--- config.mk ---
export PLATFORM = sky130hd
export DESIGN_NAME = cic_decim_ctrl
export DESIGN_NICKNAME = d
export VERILOG_FILES = /design/src/rtl/cic_pkg.sv /design/src/rtl/cic_frame_serializer.sv /design/src/rtl/cic_decim_ctrl.sv
export SDC_FILE = /design/constraint.sdc
export NUM_CORES = 1
export LEC_CHECK = 0
export CORE_MARGIN = 2
export CORE_UTILIZATION = 52
export CTS_BUF_LIST = sky130_fd_sc_hd__clkbuf_8 sky130_fd_sc_hd__clkbuf_16
export CTS_CLUSTER_DIAMETER = 60
export CTS_CLUSTER_SIZE = 10
export DETAILED_ROUTE_END_ITERATION = 10
export PLACE_DENSITY = 0.95
export SLEW_MARGIN = 20
export SYNTH_ARGS = -nofsm -noshare
export SYNTH_HDL_FRONTEND = slang
export SYNTH_SLANG_ARGS = --single-unit
--- constraint.sdc ---
create_clock -name clk -period 3.3 [get_ports clk]
set_input_delay 0.66 -clock clk [delete_from_list [all_inputs] [get_ports clk]]
set_output_delay 0.66 -clock clk [all_outputs]
set_load 0.02 [all_outputs]
--- src/rtl/cic_pkg.sv ---
// Shared constants, output-state encoding and ratio clamp for the CIC decimator controller.
package cic_pkg;

  localparam int unsigned NCH       = 4;
  localparam int unsigned OW        = 19;
  localparam int unsigned N         = 3;
  localparam int unsigned RW        = 8;
  localparam int unsigned R_DEFAULT = 16;
  localparam int unsigned RATIO_MIN = 2;
  localparam int unsigned CW        = (NCH > 1) ? $clog2(NCH) : 1;

  typedef logic [0:0] out_state_t;
  localparam out_state_t IDLE = 1'b0;
  localparam out_state_t SEND = 1'b1;

  localparam logic [RW-1:0] RATIO_MIN_V = RW'(RATIO_MIN);

  function automatic logic [RW-1:0] clamp_ratio(input logic [RW-1:0] ratio);
    return (ratio < RATIO_MIN_V) ? RATIO_MIN_V : ratio;
  endfunction

endpackage

--- src/rtl/cic_frame_serializer.sv ---
// Captures one frame of NCH comb results and streams it out lowest channel first over
// valid/ready; frames arriving while a frame is still pending are dropped and counted.
module cic_frame_serializer
  import cic_pkg::*;
(
  input  logic                clk_i,
  input  logic                rst_i,
  input  logic                cap_i,
  input  logic [NCH*OW-1:0]   data_i,
  input  logic                ready_i,
  output logic                valid_o,
  output logic [CW-1:0]       chan_o,
  output logic [OW-1:0]       data_o,
  output logic                frame_start_o,
  output logic [7:0]          overrun_cnt_o
);

  out_state_t               state_q, state_d;
  logic [NCH-1:0]           mask_q, mask_d;
  logic [NCH-1:0][OW-1:0]   buf_q, buf_d;
  logic [7:0]               ovr_q, ovr_d;

  logic [CW-1:0]            chan;
  logic                     found;
  logic                     valid;
  logic                     hs;
  logic [NCH-1:0]           mask_hs;
  logic                     last_hs;

  always_comb begin
    chan  = '0;
    found = 1'b0;
    for (int unsigned i = 0; i < NCH; i++) begin
      if (mask_q[i] && !found) begin
        chan  = CW'(i);
        found = 1'b1;
      end
    end
  end

  assign valid   = (state_q == SEND);
  assign hs      = valid && ready_i;
  assign mask_hs = hs ? (mask_q & ~(NCH'(1) << chan)) : mask_q;
  assign last_hs = hs && (mask_hs == '0);

  always_comb begin
    state_d = state_q;
    mask_d  = mask_q;
    buf_d   = buf_q;
    ovr_d   = ovr_q;
    case (state_q)
      IDLE: begin
        if (cap_i) begin
          buf_d   = data_i;
          mask_d  = '1;
          state_d = SEND;
        end
      end
      SEND: begin
        // A capture landing on the final handshake hands over seamlessly to the new frame.
        if (cap_i && last_hs) begin
          buf_d  = data_i;
          mask_d = '1;
        end else begin
          mask_d = mask_hs;
          if (cap_i && (ovr_q != 8'hff)) begin
            ovr_d = ovr_q + 8'd1;
          end
          if (mask_hs == '0) begin
            state_d = IDLE;
          end
        end
      end
      default: state_d = IDLE;
    endcase
  end

  always_ff @(posedge clk_i) begin
    if (rst_i) begin
      state_q <= IDLE;
      mask_q  <= '0;
      buf_q   <= '0;
      ovr_q   <= '0;
    end else begin
      state_q <= state_d;
      mask_q  <= mask_d;
      buf_q   <= buf_d;
      ovr_q   <= ovr_d;
    end
  end

  assign valid_o       = valid;
  assign chan_o        = chan;
  assign data_o        = valid ? buf_q[chan] : '0;
  assign frame_start_o = valid && (chan == '0) && (&mask_q);
  assign overrun_cnt_o = ovr_q;

endmodule

--- src/rtl/cic_decim_ctrl.sv ---
// CIC decimator sequencer: decimation counter and strobe, one-hot comb stage walk, and
// hand-off of the captured comb outputs to the frame serializer.
module cic_decim_ctrl
  import cic_pkg::*;
(
  input  logic                clk,
  input  logic                i_reset,
  input  logic                i_enable,
  input  logic [RW-1:0]       i_ratio,
  input  logic [NCH*OW-1:0]   i_comb_data,
  output logic                o_dec_stb,
  output logic [N-1:0]        o_comb_en,
  output logic                o_valid,
  input  logic                i_ready,
  output logic [CW-1:0]       o_chan,
  output logic [OW-1:0]       o_data,
  output logic                o_frame_start,
  output logic [7:0]          o_overrun_cnt
);

  logic [RW-1:0] cnt_q, cnt_d;
  logic [RW-1:0] ratio_q, ratio_d;
  logic          dec_stb_q;
  logic [N-1:0]  comb_en_q;
  logic          cap_q;
  logic          wrap;

  assign wrap = i_enable && (cnt_q == (ratio_q - RW'(1)));

  // New ratios only take effect at a period boundary, or freely while stopped.
  always_comb begin
    cnt_d   = cnt_q + RW'(1);
    ratio_d = ratio_q;
    if (!i_enable || wrap) begin
      cnt_d   = '0;
      ratio_d = clamp_ratio(i_ratio);
    end
  end

  // The stage walk runs regardless of i_enable so issued strobes always drain.
  always_ff @(posedge clk) begin
    if (i_reset) begin
      cnt_q     <= '0;
      ratio_q   <= RW'(R_DEFAULT);
      dec_stb_q <= 1'b0;
      comb_en_q <= '0;
      cap_q     <= 1'b0;
    end else begin
      cnt_q     <= cnt_d;
      ratio_q   <= ratio_d;
      dec_stb_q <= wrap;
      comb_en_q <= (comb_en_q << 1) | N'(dec_stb_q);
      cap_q     <= comb_en_q[N-1];
    end
  end

  assign o_dec_stb = dec_stb_q;
  assign o_comb_en = comb_en_q;

  cic_frame_serializer u_serializer (
    .clk_i         (clk),
    .rst_i         (i_reset),
    .cap_i         (cap_q),
    .data_i        (i_comb_data),
    .ready_i       (i_ready),
    .valid_o       (o_valid),
    .chan_o        (o_chan),
    .data_o        (o_data),
    .frame_start_o (o_frame_start),
    .overrun_cnt_o (o_overrun_cnt)
  );

endmodule
==> reports/results.txt <==
Tightest Pin Transition -> 0.984 ns
clock skew -> 0.0120 ns
biggest cell delay along the critical path -> 0.44 ns
CTS tree -> done
Hold Path Class -> reg2reg
Post-synth EDFFs -> 0
Synth Flop Type -> dfxtp_1
max-slew violation count -> 0
worst setup margin -> 0.211 ns
commonest non-fill, non-tap cell in the layout -> nand2_1
antenna violations before repair -> 0
CP dominant cell by count -> nor2_1
chip height -> 99.0 microns
CP Max Fanout -> 18
vias in the first global route -> 4355
grt met1 use -> 0.361
synth unique cells -> 47
crit path capture type -> output port
nets@finish -> 775
gr busiest metal -> met2
synthesized area -> 0.00469 sq mm
Max-Cap Viols -> 0
vias per cell -> 5.70
Cells after Synth -> 590
fraction of layout cells with a size suffix above 1 -> 0.0581
Layout Area Growth over Synthesis -> 31.3%
Clock Latency Late Sink -> 0.37 ns
initial core utilization -> 0.538
Iter 0 DRT Violations -> 434
kind of critical path -> reg2out
Row Count -> 34
Arr. time, crit path -> 2.43 ns
Hold Fails Final Rpt -> 0
Lkg Pwr -> 2.26 nW
Worst setup SP type -> flip-flop
Area contributors post-synth -> dfxtp_1 47%, nand2_1 15%, a21oi_1 9.4%
Total Wirelength -> 13300 microns
clk sink count -> 110
# setup viols final -> 0
worst-path cell chain -> or3_1 > nor2_1 > or2_2 > nor2_1 > buf_4 > nand2_1 > a21boi_0 > dlygate4sd2_1
status -> finished, final reports clean
Max Buffers Root-to-Sink -> 2
I/O Pins -> 123
Post-synth ARST share -> 0
Antenna Cells -> 0
Routed Antenna Nets -> 0
Vias -> 4544
grt ovf -> 0
peak supply drop -> 251 uV
Rel. slew slack -> 0.343
GR Util All Layers -> 0.267
DP Worst Slack -> 0.291 ns
cell taking the most area after synthesis -> dfxtp_1
final worst path period need -> 3.09 ns
First-pass DRT Iterations -> 9
Die X -> 99.0 microns
largest net degree at the start of global routing -> 78
M3 GR Usage -> 0.0468
# port buffers -> 122
# DRC -> 0
final hold slack -> 0.463 ns
clock-pin slew on the worst setup and hold paths -> 0.10 ns
Synth Warn # -> 0
WL per Instance -> 16.7 microns
met2 usage -> 0.428
PD cells -> 382 mW/mm^2
Hold Buf Count CTS -> 0
Synth top area share -> 0.469
#FFs+latches synth -> 110
total CTS buffers -> 9
Critical-path top delay cell -> dfxtp_2
H-Tree Depth -> 3
fmax -> 324 MHz
syn_area_per_cell -> 7.96 sq um
RD Place Congestion -> 0.910
commonest non-fill, non-tap cells in the layout -> 185 x nand2_1, 107 x dfxtp_1, 102 x clkdlybuf4s50_1
Fin Setup TNS -> 0 ns
syn nets -> 681
first-pass GRT wire length -> 21000 microns
core area -> 0.00872 sq mm
register area share after synthesis -> 0.469
DPL Wire Length -> 9480 microns
Worst Path Required -> 2.64 ns
RSZ-0062 raised after global routing -> no
final period utilization -> 0.936
Clock Tree Root -> clkbuf_8
die area -> 0.00980 sq mm
## power by group
part	internal, mW	leakage, nW	switching (mW)
Combinational	0.115	1.27	0.0662
Clock	0.361	0.101	0.469
Sequential	1.33	0.889	0.0105
## per-layer routing
metal	part of all wire	up-vias
li1	-	2195
met1	0.41	2116
met2	0.47	203
met3	0.090	30
met4	0.028	0
met5	0	-
## area by class of cell
| class | instances | area, sq um |
|---|---|---|
| clock buffer | 9 | 124 |
| multi-input combinational | 426 | 2290 |
| inverter | 8 | 30.0 |
| sequential | 110 | 2210 |
| tap | 108 | 135 |
| fill | 648 | 2560 |
| timing repair buffer | 129 | 1300 |
| clock inverter | 7 | 77.6 |
## path summary, 6_finish.rpt
check                                                    startpoint                                  end  slack (ns)  cells past startpoint
worst max register to register              ratio_q[0]$_SDFFE_PP0P_              ratio_q[1]$_SDFFE_PP0P_        0.34                      8
worst min register to register  u_serializer.buf_q[51]$_SDFFE_PP0P_  u_serializer.buf_q[51]$_SDFFE_PP0P_        0.46                      2
worst max-delay path            u_serializer.mask_q[1]$_SDFFE_PP0P_                            o_data[3]        0.21                      8
worst min-delay path            u_serializer.buf_q[51]$_SDFFE_PP0P_  u_serializer.buf_q[51]$_SDFFE_PP0P_        0.46                      2
## critical path, delay by kind of cell (launching register included)
family | cells | cell delay [ns]
flops | 1 | 0.44
buf+inv | 2 | 0.62
simple gates | 5 | 0.76
compound gates | 1 | 0.23
## metrics by stage
step / area [sq um] / std cells / util / total power [mW]
floorplan: 4690 / 590 / - / 1.43
global placement: 5940 / 781 / 0.681 / 1.55
detailed placement: 5940 / 781 / 0.681 / 1.55
CTS: 6130 / 797 / 0.703 / 2.37
global route: 6160 / 797 / 0.707 / 2.44
finish: 6160 / 797 / 0.707 / 2.36
## cells by family (layout without fill, tap and decap cells)
logic type / count (synthesis) / in the layout / synth area share
buffers and inverters: 54 / 153 / 0.0469
XOR/XNOR: 23 / 23 / 0.0429
multiplexers: 1 / 1 / 0.00213
flip-flops: 110 / 110 / 0.469
AO/OA/AOI/OAI: 150 / 150 / 0.206
adder cells (fa/ha/maj): 5 / 5 / 0.0123
AND/OR/NAND/NOR: 247 / 247 / 0.221
## cell usage after synthesis (3+ instances only)
| library cell | n |
|---|---|
| nand2_1 | 185 |
| dfxtp_1 | 110 |
| a21oi_1 | 88 |
| clkbuf_1 | 37 |
| nor2_1 | 20 |
| a21boi_0 | 19 |
| a222oi_1 | 19 |
| xnor2_1 | 12 |
| xor2_1 | 11 |
| buf_2 | 8 |
| inv_1 | 8 |
| nand4_1 | 7 |
| nor2b_1 | 7 |
| nand3_1 | 6 |
| a31o_2 | 5 |
| o21ai_0 | 4 |
| and3_1 | 3 |
| ha_1 | 3 |
| nor4_1 | 3 |
## registers in the layout (all words and copies together) (netlist names)
name,flops
u_serializer.buf_q,76
cnt_q,8
ratio_q,8
u_serializer.overrun_cnt_o,8
u_serializer.mask_q,4
o_comb_en,3
cap_q,1
o_dec_stb,1
u_serializer.valid_o,1
## timing repair
item                                    4_1_cts  5_1_grt
resized for setup                            10       13
endpoints found under the setup margin       18       11
pin swaps                                     0        0
setup buffers                                 0        0
Power figures use the tool's default switching activity.
